File: config.mk
export PLATFORM = sky130hd
export DESIGN_NAME = cochlea_readout_scheduler_flat
export DESIGN_NICKNAME = d
export VERILOG_FILES = /design/src/rtl/cochlea_readout_scheduler_if.sv /design/src/rtl/cochlea_readout_scheduler.sv /design/src/flat_wrapper.sv
export SDC_FILE = /design/constraint.sdc
export NUM_CORES = 1
export LEC_CHECK = 0
export ABC_AREA = 1
export ABC_CLOCK_PERIOD_IN_PS = 2300
export BUFFER_PORTS_ARGS = -buffer_cell sky130_fd_sc_hd__buf_2
export CAP_MARGIN = 10
export CORE_MARGIN = 3
export CORE_UTILIZATION = 35
export CTS_CLUSTER_SIZE = 30
export DETAILED_ROUTE_END_ITERATION = 10
export GPL_ROUTABILITY_DRIVEN = 0
export PLACE_DENSITY = 0.54
export SLEW_MARGIN = 20
export SYNTH_ARGS = -nofsm -noshare
export SYNTH_HDL_FRONTEND = slang
export SYNTH_SLANG_ARGS = --single-unit
File: constraint.sdc
create_clock -name clk_master -period 2.3 [get_ports clk_master]
set_input_delay 0.46 -clock clk_master [delete_from_list [all_inputs] [get_ports clk_master]]
set_output_delay 0.46 -clock clk_master [all_outputs]
set_load 0.03 [all_outputs]
File: src/rtl/cochlea_readout_scheduler_if.sv
// Output stream bundle from the cochlea readout scheduler to the serializer.
interface cochlea_readout_scheduler_if #(
    parameter int unsigned CH_W = 4
);
    localparam int unsigned DATA_W = CH_W + 4;

    logic              out_valid;
    logic              out_ready;
    logic [DATA_W-1:0] out_data;
    logic              out_last;

    modport master (
        output out_valid,
        output out_data,
        output out_last,
        input  out_ready
    );

    modport slave (
        input  out_valid,
        input  out_data,
        input  out_last,
        output out_ready
    );
endinterface

File: src/rtl/cochlea_readout_scheduler.sv
// Frame-based readout scheduler: snapshots all channel I/Q readouts on an
// accepted frame tick, then streams one tagged word per selected channel.
module cochlea_readout_scheduler #(
    parameter int unsigned N_CH = 16,
    parameter int unsigned CH_W = 4
) (
    input  logic                clk_master,
    input  logic                rstb,
    input  logic                enable,
    input  logic                skip_zero,
    input  logic                frame_tick,
    input  logic [2*N_CH-1:0]   read_out_I,
    input  logic [2*N_CH-1:0]   read_out_Q,
    input  logic                clr_overrun,
    cochlea_readout_scheduler_if.master out_if,
    output logic                busy,
    output logic                overrun,
    output logic [7:0]          frame_count
);
    localparam int unsigned DATA_W = CH_W + 4;
    localparam int unsigned BUS_W  = 2 * N_CH;
    localparam logic [CH_W-1:0] LAST_IDX = CH_W'(N_CH - 1);

    typedef enum logic [1:0] {
        IDLE = 2'd0,
        SCAN = 2'd1,
        EMIT = 2'd2
    } state_t;

    state_t              state_q, state_d;
    logic [CH_W-1:0]     idx_q, idx_d;
    logic [BUS_W-1:0]    snap_i_q, snap_i_d;
    logic [BUS_W-1:0]    snap_q_q, snap_q_d;
    logic                skip_q, skip_d;
    logic                valid_q, valid_d;
    logic [DATA_W-1:0]   data_q, data_d;
    logic                last_q, last_d;
    logic                busy_q, busy_d;
    logic                overrun_q, overrun_d;
    logic [7:0]          frame_count_q, frame_count_d;

    logic [1:0]          cur_i;
    logic [1:0]          cur_q;
    logic                selected;
    logic                idx_is_last;

    // State and output registers; reset aborts any frame in flight.
    always_ff @(posedge clk_master or negedge rstb) begin
        if (!rstb) begin
            state_q       <= IDLE;
            idx_q         <= '0;
            snap_i_q      <= '0;
            snap_q_q      <= '0;
            skip_q        <= 1'b0;
            valid_q       <= 1'b0;
            data_q        <= '0;
            last_q        <= 1'b0;
            busy_q        <= 1'b0;
            overrun_q     <= 1'b0;
            frame_count_q <= '0;
        end else begin
            state_q       <= state_d;
            idx_q         <= idx_d;
            snap_i_q      <= snap_i_d;
            snap_q_q      <= snap_q_d;
            skip_q        <= skip_d;
            valid_q       <= valid_d;
            data_q        <= data_d;
            last_q        <= last_d;
            busy_q        <= busy_d;
            overrun_q     <= overrun_d;
            frame_count_q <= frame_count_d;
        end
    end

    // Next-state and next-output logic for the IDLE/SCAN/EMIT sequencer.
    always_comb begin
        state_d       = state_q;
        idx_d         = idx_q;
        snap_i_d      = snap_i_q;
        snap_q_d      = snap_q_q;
        skip_d        = skip_q;
        valid_d       = valid_q;
        data_d        = data_q;
        last_d        = last_q;
        frame_count_d = frame_count_q;
        overrun_d     = overrun_q & ~clr_overrun;

        cur_i       = snap_i_q[{idx_q, 1'b0} +: 2];
        cur_q       = snap_q_q[{idx_q, 1'b0} +: 2];
        idx_is_last = (idx_q == LAST_IDX);
        // Last channel is always emitted so each frame carries an out_last word.
        selected    = ~skip_q | (|cur_i) | (|cur_q) | idx_is_last;

        case (state_q)
            IDLE: begin
                if (frame_tick && enable) begin
                    snap_i_d      = read_out_I;
                    snap_q_d      = read_out_Q;
                    skip_d        = skip_zero;
                    idx_d         = '0;
                    frame_count_d = frame_count_q + 8'd1;
                    state_d       = SCAN;
                end
            end
            SCAN: begin
                if (selected) begin
                    data_d  = {idx_q, cur_i, cur_q};
                    last_d  = idx_is_last;
                    valid_d = 1'b1;
                    state_d = EMIT;
                end else begin
                    idx_d = idx_q + CH_W'(1);
                end
            end
            EMIT: begin
                if (out_if.out_ready) begin
                    valid_d = 1'b0;
                    if (idx_is_last) begin
                        state_d = IDLE;
                    end else begin
                        idx_d   = idx_q + CH_W'(1);
                        state_d = SCAN;
                    end
                end
            end
            default: begin
                state_d = IDLE;
                valid_d = 1'b0;
            end
        endcase

        // A tick arriving mid-frame is dropped; flag it only when enabled.
        // Set takes priority over a simultaneous clear.
        if ((state_q != IDLE) && frame_tick && enable) begin
            overrun_d = 1'b1;
        end

        busy_d = (state_d != IDLE);
    end

    assign out_if.out_valid = valid_q;
    assign out_if.out_data  = data_q;
    assign out_if.out_last  = last_q;
    assign busy             = busy_q;
    assign overrun          = overrun_q;
    assign frame_count      = frame_count_q;

endmodule

File: src/flat_wrapper.sv
// flat-port wrapper written by rule: the top's interface ports become plain ports
module cochlea_readout_scheduler_flat 
#(
    parameter int unsigned N_CH = 16,
    parameter int unsigned CH_W = 4
)
  (clk_master, rstb, enable, skip_zero, frame_tick, read_out_I, read_out_Q, clr_overrun, busy, overrun, frame_count, out_if_out_valid, out_if_out_data, out_if_out_last, out_if_out_ready);
  cochlea_readout_scheduler_if #(.CH_W(CH_W)) out_if_i ();
  input  logic clk_master;
  input  logic rstb;
  input  logic enable;
  input  logic skip_zero;
  input  logic frame_tick;
  input  logic [2*N_CH-1:0] read_out_I;
  input  logic [2*N_CH-1:0] read_out_Q;
  input  logic clr_overrun;
  output logic busy;
  output logic overrun;
  output logic [7:0] frame_count;
  output wire logic [$bits(out_if_i.out_valid)-1:0] out_if_out_valid;
  output wire logic [$bits(out_if_i.out_data)-1:0] out_if_out_data;
  output wire logic [$bits(out_if_i.out_last)-1:0] out_if_out_last;
  input wire logic [$bits(out_if_i.out_ready)-1:0] out_if_out_ready;
  assign out_if_out_valid = out_if_i.out_valid;
  assign out_if_out_data = out_if_i.out_data;
  assign out_if_out_last = out_if_i.out_last;
  assign out_if_i.out_ready = out_if_out_ready;
  cochlea_readout_scheduler #(.N_CH(N_CH), .CH_W(CH_W)) u_core (.clk_master(clk_master), .rstb(rstb), .enable(enable), .skip_zero(skip_zero), .frame_tick(frame_tick), .read_out_I(read_out_I), .read_out_Q(read_out_Q), .clr_overrun(clr_overrun), .out_if(out_if_i), .busy(busy), .overrun(overrun), .frame_count(frame_count));
endmodule
==> qor.yml <==
firstDrtPassIters: 5
detail-route-antenna-nets: 0
io_buffer_count: 90
dp.cells: 778
vias: 3662
final_cell_count_no_fill: 792
cp_top_family: "simple AND/OR/NAND/NOR gates"
antenna_found_initial: 0
cts_max_path_buffers: 2
synth_warnings: 0
die_y_microns: 116.8
die_area_sq_um: 13650
p_int_w: 0.004099
max_freq_mhz: 490.2
slew_headroom_pct: 67.96
drt-initial-drc-count: 214
antennaDiodeCount: 0
holdWs_ns: 0.07274
syn-cell-area_sq_um: 4300
cp-end-kind: "register"
cap_violations: 0
r2r_cells: 14
grtUsageTotal_pct: 16.79
yosysMostFrequentCell: "nand2_1"
r2r_slack_ns: 0.26
critPathMaxFanout: 34
drv_slew: 0
async_flop_share_pct: 100.0
power.total_w: 0.006784
grt_pass1_wl_microns: 17680
clk_pin_slew_worst_paths_ns: 0.06
rows: 39
p_sw_share_pct: 39.58
io_pins: 91
p_clk_share_pct: 21.1
power_frac_comb_pct: 38.4
syn_inst: 556
grt_pass1_vias: 3618
outcome: "finished, final reports clean"
insertion_delay_ns: 0.34
cp_slowest_stage_delay_ns: 0.42
final.setup.worst_slack_ns: 0.2600
ys_types: 27
finalWirelength_microns: 10540
grt_max_degree: 58
via_per_inst: 4.624
r2r-end: "u_core.out_if.out_data[7]"
seqPwrFrac_pct: 40.5
post_cts_buffers: 0
drcViolationCount: 0
start_kind: "register"
drive_gt1_share_pct: 19.11
dp_hpwl_microns: 7792
synth_common_cells: "240 x nand2_1, 91 x dfrtp_1, 53 x nor2_1"
hold_viol: 0
yosysTopAreaCell: "dfrtp_1"
cp_cell_sequence: "buf_12, nor2_1, nor2_1, o21ai_1, nand2_1, nand2_1, nand2_1, nor2_1, nand2_1, nor2_2, nand2_2, nand2_4, buf_4, o21ai_0"
cp.arrival_ns: 2.26
routedWlPerCell_microns: 13.30
p_leak_nw: 2.849
dpl_worst_slack_ns: 0.1730
initial_core_util_pct: 36.72
core_area_sq_um: 11710
cts-root-buf: "clkbuf_16"
synth_flop_cell: "dfrtp_1"
ys_seq_area_share_pct: 52.95
p_sw_w: 0.002685
die_w_microns: 116.8
worst_slew_pin_slew_ns: 0.4806
path_buf_inv: 2
synth-edff-count: 0
powerDensity_nw_per_um2: 1295
grt_overflow_total: 0
min_period_over_period_pct: 88.70
fin_worst_skew_ns: 0.007925
synth-seq-cells: 91
critPathSlowestCell: "dfrtp_1"
synth_fp_nets: 633
critical_path_class: "reg -> reg"
crit_top_cell: "nand2_1"
setup_viol: 0
final_nets: 723
synth_area_leaders: "dfrtp_1 53%, nand2_1 21%, o21ai_0 4.9%, nor2_1 4.6%, inv_1 3.2%"
synth.avg_cell_area_sq_um: 7.734
rsz0062_at_grt: "false"
area_delta_synth_final_pct: 21.79
ir_worst_vdd_mv: 0.4588
cts_tree: "yes"
cts-buffers-inserted: 9
htreeDepth: 3
worstHoldPathType: "in -> async"
setup_tns_ns: 0
clock-sinks: 91
crit_required_ns: 2.52
period_minus_slack_ns: 2.040
r2r-start: "u_core.idx_q[0]"
synth.top_cell.area_share_pct: 52.95
## cell families after synthesis
logic type / synth area share (%)
AOI/OAI and AO/OA: 7.448
xor gates and xnor gates: 1.426
adders and majority gates: 1.746
buffers and inverters: 6.837
DFF: 52.95
and+or+nand+nor: 29.59
## cells in the final DEF (no fill, tap or decap), drive strengths merged
cell,Yosys,final
o21ai,51,51
ha,6,6
nor3,1,1
buf,16,106
inv,38,38
nand3,23,23
nor2,54,54
nand2,242,242
a31oi,1,1
clkbuf,11,11
o211ai,3,3
clkinv,1,3
dfrtp,91,91
o22ai,3,3
xor2,5,5
xnor2,2,2
nor4,1,1
nand3b,2,2
nand4,2,2
bufinv,0,1
a21oi,2,2
o31ai,1,1
## area by class of cell
class | instances | area [sq um]
timing repair buffer | 106 | 610.6
multi-input combinational | 399 | 1742
fill | 1211 | 6474
sequential | 91 | 2277
clock inverter | 3 | 40.04
inverter | 39 | 146.4
tap | 143 | 178.9
clock buffer | 11 | 242.7
## power by group through the flow
stage | Clock (W) | Sequential, W | Combinational, W
2_1_floorplan | 0 | 0.00286 | 0.00172
3_3_place_gp | 0 | 0.00276 | 0.00260
3_5_place_dp | 0 | 0.00277 | 0.00263
4_1_cts | 0.00149 | 0.00275 | 0.00265
5_1_grt | 0.00154 | 0.00284 | 0.00304
6_report | 0.00143 | 0.00275 | 0.00261
## metrics by stage
stage | util [%] | cell area [sq um]
CTS | 44.68 | 5233
floorplan | - | 4300
detailed placement | 42.27 | 4950
finish | 44.72 | 5238
global placement | 42.27 | 4950
global route | 44.72 | 5238
## repair_timing
| action | 4_1_cts | 5_1_grt |
|---|---|---|
| gates resized for setup | 0 | 1 |
| hold buffers | 0 | 0 |
| setup endpoints to repair | 0 | 9 |
## metal layers
metal  vias to the layer above  part of all wire [%]  track usage [%]
li1                       1902                     -                -
met1                      1669                    49            23.28
met2                        83                    45            25.45
met3                         8                   4.4            4.010
met4                         0                   1.3            6.728
met5                         -                     0                0
## sequential cells by signal, summed over array words and instances, names as in the netlist, 2 cells and up
signal,cells
u_core.frame_count,8
u_core.idx_q,4
u_core.out_if.out_data,8
u_core.snap_i_q,32
u_core.snap_q_q,32
u_core.state_q,2
## worst max-delay path by stage
stage / from / to / slack [ns] / cells past startpoint
6_report: u_core.idx_q[0] / u_core.out_if.out_data[7] / 0.26 / 14
3_5_place_dp: u_core.idx_q[0] / u_core.out_if.out_data[7] / 0.17 / 14
3_3_place_gp: u_core.idx_q[0] / u_core.out_if.out_data[4] / 0.22 / 14
5_1_grt: u_core.idx_q[0] / u_core.out_if.out_data[5] / 0.02 / 15
4_1_cts: u_core.idx_q[0] / u_core.out_if.out_data[7] / 0.15 / 14
2_1_floorplan: u_core.state_q[0] / u_core.frame_count[1] / 0.48 / 8
No activity file was read; power rests on OpenSTA's default activity.
